===== src/rtl/i8008_pkg.sv =====
// Shared 8008 bus definitions: T-state encodings, cycle types, responder FSM states and the RST opcode suffix.
package i8008_pkg;

  typedef enum logic [2:0] {
    T_WAIT    = 3'b000,
    T_T3      = 3'b001,
    T_T1      = 3'b010,
    T_STOPPED = 3'b011,
    T_T2      = 3'b100,
    T_T5      = 3'b101,
    T_T1I     = 3'b110,
    T_T4      = 3'b111
  } t_state_t;

  // Cycle type carried in hi[7:6] of the T2 address byte.
  typedef enum logic [1:0] {
    CYC_PCI = 2'b00,
    CYC_PCC = 2'b01,
    CYC_PCR = 2'b10,
    CYC_PCW = 2'b11
  } cyc_t;

  typedef enum logic [2:0] {
    ST_IDLE    = 3'd0,
    ST_ADDR    = 3'd1,
    ST_RD_WAIT = 3'd2,
    ST_WR_WAIT = 3'd3,
    ST_IO_WAIT = 3'd4
  } resp_state_t;

  localparam logic [2:0] RST_SUFFIX = 3'b101;

  function automatic logic [7:0] rst_opcode(input logic [2:0] vec);
    return {2'b00, vec, RST_SUFFIX};
  endfunction

endpackage


===== src/rtl/i8008_bus_responder.sv =====
// Bridges the 8008 T-state bus to a single-outstanding request/ack memory+I/O port.
// Reads stall the core via cpu_ready; writes are posted and a following request is held until the ack.
module i8008_bus_responder
  import i8008_pkg::*;
(
  input  logic        clock,
  input  logic        reset,
  input  logic [2:0]  cpu_state,
  input  logic        cpu_sync,
  input  logic [7:0]  cpu_dout,
  output logic [7:0]  cpu_din,
  output logic        cpu_ready,
  output logic        cpu_intr,
  input  logic        irq_req,
  input  logic [2:0]  irq_vec,
  output logic [13:0] mem_addr,
  output logic        mem_rd,
  output logic        mem_wr,
  output logic [7:0]  mem_wdata,
  output logic        bus_io,
  input  logic [7:0]  mem_rdata,
  input  logic        mem_ack
);

  resp_state_t state, state_n;
  logic [7:0]  lo, lo_n, hi, hi_n, req_hi;
  logic        intack, intack_n;
  logic        pend, pend_n;       // T2 seen while a posted write was outstanding
  logic        next_cyc, next_n;   // T1 of the following cycle already latched
  logic        wr_sent, sent_n;    // PCW write pulse already issued
  logic        rd_op, rdop_n;      // outstanding request returns data
  logic [7:0]  din_n, wdata_n;
  logic [13:0] addr_n;
  logic        ready_n, intr_n, rd_n, wr_n, io_n;
  logic        t1, t1i, t2, t3, do_issue;

  always_comb begin
    state_n  = state;
    lo_n     = lo;
    hi_n     = hi;
    intack_n = intack;
    pend_n   = pend;
    next_n   = next_cyc;
    sent_n   = wr_sent;
    rdop_n   = rd_op;
    din_n    = cpu_din;
    ready_n  = cpu_ready;
    intr_n   = cpu_intr;
    rd_n     = 1'b0;
    wr_n     = 1'b0;
    addr_n   = mem_addr;
    wdata_n  = mem_wdata;
    io_n     = bus_io;
    do_issue = 1'b0;
    req_hi   = hi;

    t1  = cpu_sync && (cpu_state == T_T1 || cpu_state == T_T1I);
    t1i = cpu_sync && (cpu_state == T_T1I);
    t2  = cpu_sync && (cpu_state == T_T2);
    t3  = cpu_sync && (cpu_state == T_T3);

    // Clear wins for one cycle so a held request re-asserts on the next.
    if (t1i)
      intr_n = 1'b0;
    else if (irq_req)
      intr_n = 1'b1;

    case (state)
      ST_IDLE: begin
        if (t1) begin
          lo_n     = cpu_dout;
          intack_n = t1i;
          state_n  = ST_ADDR;
        end
      end
      ST_ADDR: begin
        if (t1) begin
          lo_n     = cpu_dout;
          intack_n = t1i;
        end else if (t2) begin
          hi_n     = cpu_dout;
          req_hi   = cpu_dout;
          do_issue = 1'b1;
        end
      end
      ST_RD_WAIT: begin
        if (t1) begin
          lo_n     = cpu_dout;
          intack_n = t1i;
          ready_n  = 1'b1;
          state_n  = ST_ADDR;
        end else if (mem_ack) begin
          din_n   = mem_rdata;
          ready_n = 1'b1;
          state_n = ST_IDLE;
        end
      end
      ST_WR_WAIT, ST_IO_WAIT: begin
        if (state == ST_WR_WAIT && !wr_sent) begin
          if (t3) begin
            wr_n    = 1'b1;
            wdata_n = cpu_dout;
            addr_n  = {hi[5:0], lo};
            io_n    = 1'b0;
            sent_n  = 1'b1;
          end
        end else begin
          if (t1) begin
            lo_n     = cpu_dout;
            intack_n = t1i;
            next_n   = 1'b1;
          end else if (t2 && !pend) begin
            hi_n    = cpu_dout;
            pend_n  = 1'b1;
            ready_n = 1'b0;
          end
          if (mem_ack) begin
            if (rd_op)
              din_n = mem_rdata;
            ready_n = 1'b1;
            state_n = ST_IDLE;
            next_n  = 1'b0;
            if (pend_n) begin
              req_hi   = hi_n;
              do_issue = 1'b1;
            end else if (next_n || t1 || next_cyc) begin
              state_n = ST_ADDR;
            end
          end
        end
      end
      default: state_n = ST_IDLE;
    endcase

    if (do_issue) begin
      pend_n   = 1'b0;
      next_n   = 1'b0;
      sent_n   = 1'b0;
      rdop_n   = 1'b0;
      intack_n = 1'b0;
      case (cyc_t'(req_hi[7:6]))
        CYC_PCI, CYC_PCR: begin
          if (req_hi[7:6] == CYC_PCI && intack) begin
            din_n   = rst_opcode(irq_vec);
            ready_n = 1'b1;
            state_n = ST_IDLE;
          end else begin
            rd_n    = 1'b1;
            addr_n  = {req_hi[5:0], lo};
            io_n    = 1'b0;
            ready_n = 1'b0;
            rdop_n  = 1'b1;
            state_n = ST_RD_WAIT;
          end
        end
        CYC_PCW: begin
          ready_n = 1'b1;
          state_n = ST_WR_WAIT;
        end
        default: begin
          addr_n  = {9'b0, req_hi[5:1]};
          io_n    = 1'b1;
          state_n = ST_IO_WAIT;
          if (req_hi[5:4] == 2'b00) begin
            rd_n    = 1'b1;
            ready_n = 1'b0;
            rdop_n  = 1'b1;
          end else begin
            wr_n    = 1'b1;
            wdata_n = lo;
            ready_n = 1'b1;
          end
        end
      endcase
    end
  end

  always_ff @(posedge clock or posedge reset) begin
    if (reset) begin
      state     <= ST_IDLE;
      lo        <= 8'h00;
      hi        <= 8'h00;
      intack    <= 1'b0;
      pend      <= 1'b0;
      next_cyc  <= 1'b0;
      wr_sent   <= 1'b0;
      rd_op     <= 1'b0;
      cpu_din   <= 8'h00;
      cpu_ready <= 1'b1;
      cpu_intr  <= 1'b0;
      mem_rd    <= 1'b0;
      mem_wr    <= 1'b0;
      mem_addr  <= 14'h0000;
      mem_wdata <= 8'h00;
      bus_io    <= 1'b0;
    end else begin
      state     <= state_n;
      lo        <= lo_n;
      hi        <= hi_n;
      intack    <= intack_n;
      pend      <= pend_n;
      next_cyc  <= next_n;
      wr_sent   <= sent_n;
      rd_op     <= rdop_n;
      cpu_din   <= din_n;
      cpu_ready <= ready_n;
      cpu_intr  <= intr_n;
      mem_rd    <= rd_n;
      mem_wr    <= wr_n;
      mem_addr  <= addr_n;
      mem_wdata <= wdata_n;
      bus_io    <= io_n;
    end
  end

endmodule

===== config.mk =====
export PLATFORM = sky130hd
export DESIGN_NAME = i8008_bus_responder
export DESIGN_NICKNAME = d
export VERILOG_FILES = /design/src/rtl/i8008_pkg.sv /design/src/rtl/i8008_bus_responder.sv
export SDC_FILE = /design/constraint.sdc
export NUM_CORES = 1
export LEC_CHECK = 0
export BUFFER_PORTS_ARGS = -buffer_cell sky130_fd_sc_hd__buf_2
export CAP_MARGIN = 20
export CORE_ASPECT_RATIO = 1.2
export CORE_UTILIZATION = 35
export DETAILED_ROUTE_END_ITERATION = 7
export HOLD_SLACK_MARGIN = 0.1
export PLACE_DENSITY = 0.54
export SLEW_MARGIN = 20
export SYNTH_ARGS = -nofsm -noshare
export SYNTH_HDL_FRONTEND = slang
export SYNTH_SLANG_ARGS = --single-unit

===== constraint.sdc =====
create_clock -name clock -period 2.05 [get_ports clock]
set_input_delay 0.1025 -clock clock [delete_from_list [all_inputs] [get_ports clock]]
set_output_delay 0.1025 -clock clock [all_outputs]
set_load 0.05 [all_outputs]

== Word-level counts from Yosys, hierarchy flattened ==
Index checks and enable logic that the tools add are counted.
W data, S select, Z words.
Storage, ports and cells
  bits in registers: 59
  input bits: 27
  output and inout port bits: 35
Cells by class
  eq/ne operators: 19
  muxes and demuxes: 100
  reductions and logical operators: 35
Operators with widths (count)
  $mux W8: 24
  $mux W14: 5
  $pmux W8 S2: 4
  $mux W1: 51
  $pmux W14 S2: 1
  $mux W3: 6
  $ne A4 B4 Y1 const B: 3
  $pmux W1 S2: 6
  $pmux W3 S4: 1
  $reduce_bool A2 Y1: 6
  $reduce_and A5 Y1: 2
  $eq A3 B2 Y1 const B: 3
  $eq A3 B3 Y1 const B: 3
  $ne A3 B3 Y1 const B: 3
  $reduce_bool A3 Y1: 3
  $reduce_and A2 Y1: 4
  $logic_and A1 B1 Y1: 7
  $eq A3 B1 Y1 const B: 2
  $ne A2 B2 Y1 const B: 3
  $pmux W3 S2: 1
  $reduce_and A3 Y1: 2
  $reduce_or A3 Y1: 2
  $eq A2 B2 Y1 const B: 2
  $logic_not A2 Y1: 2
  other kinds (5): 8

== Logic depth before layout (Yosys ltp) ==
  word-level depth: 16
  depth in mapped cells: 9
  depth with buffers taken out: 6

== Worst setup path before layout ==
OpenSTA, ideal clock, no wires.
  path type: reg2reg
  start point: reg state[1]
  end point: reg mem_wdata[0]
  setup time: 0.125 ns
  arrival: 2.011 ns
  required time: 1.925 ns
  slack: -0.086 ns
  cell stages (with the launch flop): 8
  clock period less this slack: 2.136 ns
  path through: dfrtp_1 -> buf_6 -> and4b_4 -> o211a_4 -> or3_4 -> a21oi_4 -> o311ai_4 -> mux2_2
Between the ends
  word-level cells in the longest chain between the ends: 8
Ends and longest elaborated chain
  from (decl): line i8008_bus_responder.sv:25  | resp_state_t state, state_n;
  from (signal assigned): line i8008_bus_responder.sv:197  | state <= state_n;
  $eq A3 B2 Y1: line i8008_bus_responder.sv:68, i8008_bus_responder.sv:99
  $logic_and A1 B1 Y1: line i8008_bus_responder.sv:99  | if (state == ST_WR_WAIT && !wr_sent) begin
  $mux W8: line i8008_bus_responder.sv:99
  $pmux W8 S2: line i8008_bus_responder.sv:68  | case (state)
  $eq A2 B2 Y1, or another cell as far along: line i8008_bus_responder.sv:141  | case (cyc_t'(req_hi[7:6]))
  $reduce_or A3 Y1 (no source line) / $mux W8 (equally long branches)
  $mux W8: line i8008_bus_responder.sv:141
  $mux W8 (*): line i8008_bus_responder.sv:135  | if (do_issue) begin
  net wdata_n[0]: line i8008_bus_responder.sv:32  | logic [7:0] din_n, wdata_n;
  to (signal assigned): line i8008_bus_responder.sv:211  | mem_wdata <= wdata_n;
  to (decl): line i8008_bus_responder.sv:19  | output logic [7:0] mem_wdata,
Mark *: on every way through the listed nets, which the timed path passes. The rest lies on a longest branch.
A chain may end at the register's enable or synchronous reset.

== Worst setup path in the final report ==
  start point: reg state[2]
  end point: reg mem_addr[1]
Between the ends
  word-level cells in the longest chain between the ends: 9
Ends and longest elaborated chain
  $eq A3 B2 Y1: line i8008_bus_responder.sv:68, i8008_bus_responder.sv:99
  $logic_and A1 B1 Y1: line i8008_bus_responder.sv:99
  $mux W8: line i8008_bus_responder.sv:99
  $pmux W8 S2: line i8008_bus_responder.sv:68
  $logic_not A2 Y1: line i8008_bus_responder.sv:141, i8008_bus_responder.sv:143
  $logic_and A1 B1 Y1: line i8008_bus_responder.sv:143  | if (req_hi[7:6] == CYC_PCI && intack) begin
  $mux W14: line i8008_bus_responder.sv:143
  $pmux W14 S2: line i8008_bus_responder.sv:141
  $mux W14 (*): line i8008_bus_responder.sv:135
  net addr_n[1]: line i8008_bus_responder.sv:33  | logic [13:0] addr_n;
  to (signal assigned): line i8008_bus_responder.sv:210  | mem_addr <= addr_n;
  to (decl): line i8008_bus_responder.sv:16  | output logic [13:0] mem_addr,
Marked as above.

==> results.ini <==
[status]
status=finished with violations
violations=setup timing

[sta]
fin_crit_sh_pct=108
skew_ns=0.0122
worst_pin_slew_ns=0.500
fin_ws_ns=-0.159
period_minus_slack_ns=2.21
slew_violations=0
setup_viol=19
finalHoldWorstSlack_ns=0.114
relSlewSlack_pct=66.6
finalHoldViolCount=0
grt_setup_unrepaired=yes
fmax_ghz=0.453
fin_tns_setup_ns=-1.73

[clocking]
cts_made_buffers=9
tritoncts=built
cts.sinks=59
clock_path_buffers=2
clk_pin_slew_ns=0.07
htreeDepth=3
cts-root-buf=clkbuf_8
insertion_delay_ns=0.35

[floorplanning]
num_rows=37
ios=62
core_area_um2=8560
dieArea_um2=9200
initial_core_util_pct=36.0
die_w_um=87.7
die_height_um=105

[route]
drcViolationCount=0
wl_per_cell_um=16.7
routed_via_density=5.10
num_vias=2654
first_pass_iters=4
wl_um=8690
drt_iter0_markers=87
final_antenna_net_count=0

[finish]
drive_gt1_share_pct=51.4
fin_nets=425
fillers=780
final_cells=520
antenna_cells=0
design_area_um2=4530
final_util_pct=52.9
area_delta_synth_final_pct=46.7

[worst_setup_path]
worstSetupStartpointType=register
crit_fanout=6
reg2reg_slack_ns=-0.16
crit_start=state[2]
worst_r2r_endpoint=mem_addr[1]
cp-end-kind=register
crit_end=mem_addr[1]
rr_worst_depth=8
required_ns=2.28
r2r_start=state[2]
worstPathArrival_ns=2.44
critical_path_class=register to register

[synth]
ys_async_sr_fraction_pct=100
yosysSeqAreaShare_pct=47.9
synth.most_common_cell=dfrtp_1
ys.flop_type=dfrtp_1
ys_warn_count=0
syn-instance-count=266
synth_top_area_share_pct=47.0
post_synth.cell_area_avg_um2=11.6
synthTopCellsByCount=dfrtp_1 (58), mux2_2 (35), mux2i_1 (19)
synth_top_cell_by_area=dfrtp_1
syn_nets=293
syn_area_um2=3090
ys_ff_latch=59
synth_area_leaders=dfrtp_1 (47%), mux2_2 (13%), mux2i_1 (6.2%), nand2_1 (2.2%), a221o_1 (1.9%)
ys_types=58
synth_edf_count=0

[grt]
gr-total-overflow=0
track_usage_pct=19.9
grt_pass1_vias=2788
antenna_found_initial=0
grt_max_degree=40
grt_pass1_wl_um=13800

[pwr]
power.density_nw_per_um2=1370
leakage_nw=2.27
peakVddDrop_v=0.000690
total_power_mw=6.21

[placed_design]
hpwl_um=6000
portBuffers=61
gp_congestion=0.881
post_dp_cell_area_um2=3890
pre_cts_ws_ns=-0.109
dp.cells=478

[worst_hold_path]
worstHoldPathType=primary input to register

[job]
cap_violations=0

power breakdown:
part	internal (mW)	total [mW]	switching (mW)
logic	1.20	3.05	1.85
clock network	0.692	1.21	0.521
registers	1.63	1.95	0.317
total	3.52	6.21	2.69
cells by family after synthesis:
logic type	share of synthesized area, %
buf+inv	2.92
mux	18.9
compound gates	16.6
flops	47.9
simple gates	13.7
repair_timing:
item / in CTS / in global routing
resized for setup: 12 / 33
endpoints found under the setup margin: 28 / 31
setup buffers: 2 / 9
hold buffers: 15 / 0
gates cloned: 0 / 1
pin swaps: 3 / 20
hold endpoints to repair: 36 / 0
worst max-delay path: stages, from the launching register on:
cell     delay, ns
dfrtp_1       0.44
and4b_4       0.24
o211a_4       0.27
buf_6         0.13
mux2i_4       0.19
nor4_4        0.28
buf_6         0.17
nor2_4        0.06
a221o_1       0.32
layout make-up:
type | count | area [um2] | area share (%)
sequential | 59 | 1480 | 32.7
timing repair buffer | 132 | 940 | 20.7
multi-input combinational | 189 | 1710 | 37.8
clock buffer | 9 | 124 | 2.73
clock inverter | 7 | 100 | 2.21
inverter | 7 | 26.3 | 0.580
tap | 117 | 146 | 3.23
placed cells by master, fill, tap and decap left out, types with 2 or more instances in the layout:
cell            n
mux2_2         27
mux2_4          8
clkbuf_8        9
o21bai_1        2
dlygate4sd3_1  15
clkinv_4        3
nor2_1         13
o311ai_4        2
o21ai_0        10
dfrtp_1        56
buf_4          46
nor2b_1         6
a22o_1          3
mux2i_1        17
a21oi_1         8
nor2_4          3
a2bb2oi_1       2
bufinv_16       2
buf_2          61
inv_1           6
buf_12          3
a21o_1          3
a221o_1         6
o21a_1          4
a21oi_4         3
dfrtp_2         2
nand2_1        16
nand3_1         2
nor3b_4         2
or3_1           2
buf_6           7
and2_1          2
o22ai_1         7
nand3b_1        4
or2_4           2
layer usage:
layer / global-route usage [%] / vias to the layer above / wire, um
li1: - / 1250 / -
met1: 22.7 / 1349 / 3610
met2: 36.0 / 46 / 4730
met3: 4.03 / 9 / 242
met4: 6.79 / 0 / 107
met5: 0 / - / 0
worst min-delay path by stage:
stage | slack [ns] | to | from | cells after the start
after floorplan | 0.19 | cpu_intr | cpu_state[2] | 1
after global placement | 0.16 | cpu_din[5] | reset | 2
after detailed placement | 0.16 | cpu_din[5] | reset | 2
after CTS | 0.11 | lo[5] | cpu_dout[5] | 2
after global routing | 0.11 | lo[5] | cpu_dout[5] | 2
final | 0.11 | cpu_din[3] | mem_rdata[3] | 3
state kept, by name, indices dropped and copies added, names as in the netlist:
name and cells:
mem_addr 14, cpu_din 8, hi 8, lo 8, mem_wdata 8, state 3
bus_io 1, cpu_intr 1, cpu_ready 1, intack 1, mem_rd 1, mem_wr 1
next_cyc 1, pend 1, rd_op 1, wr_sent 1
Power figures use the tool's default switching activity.
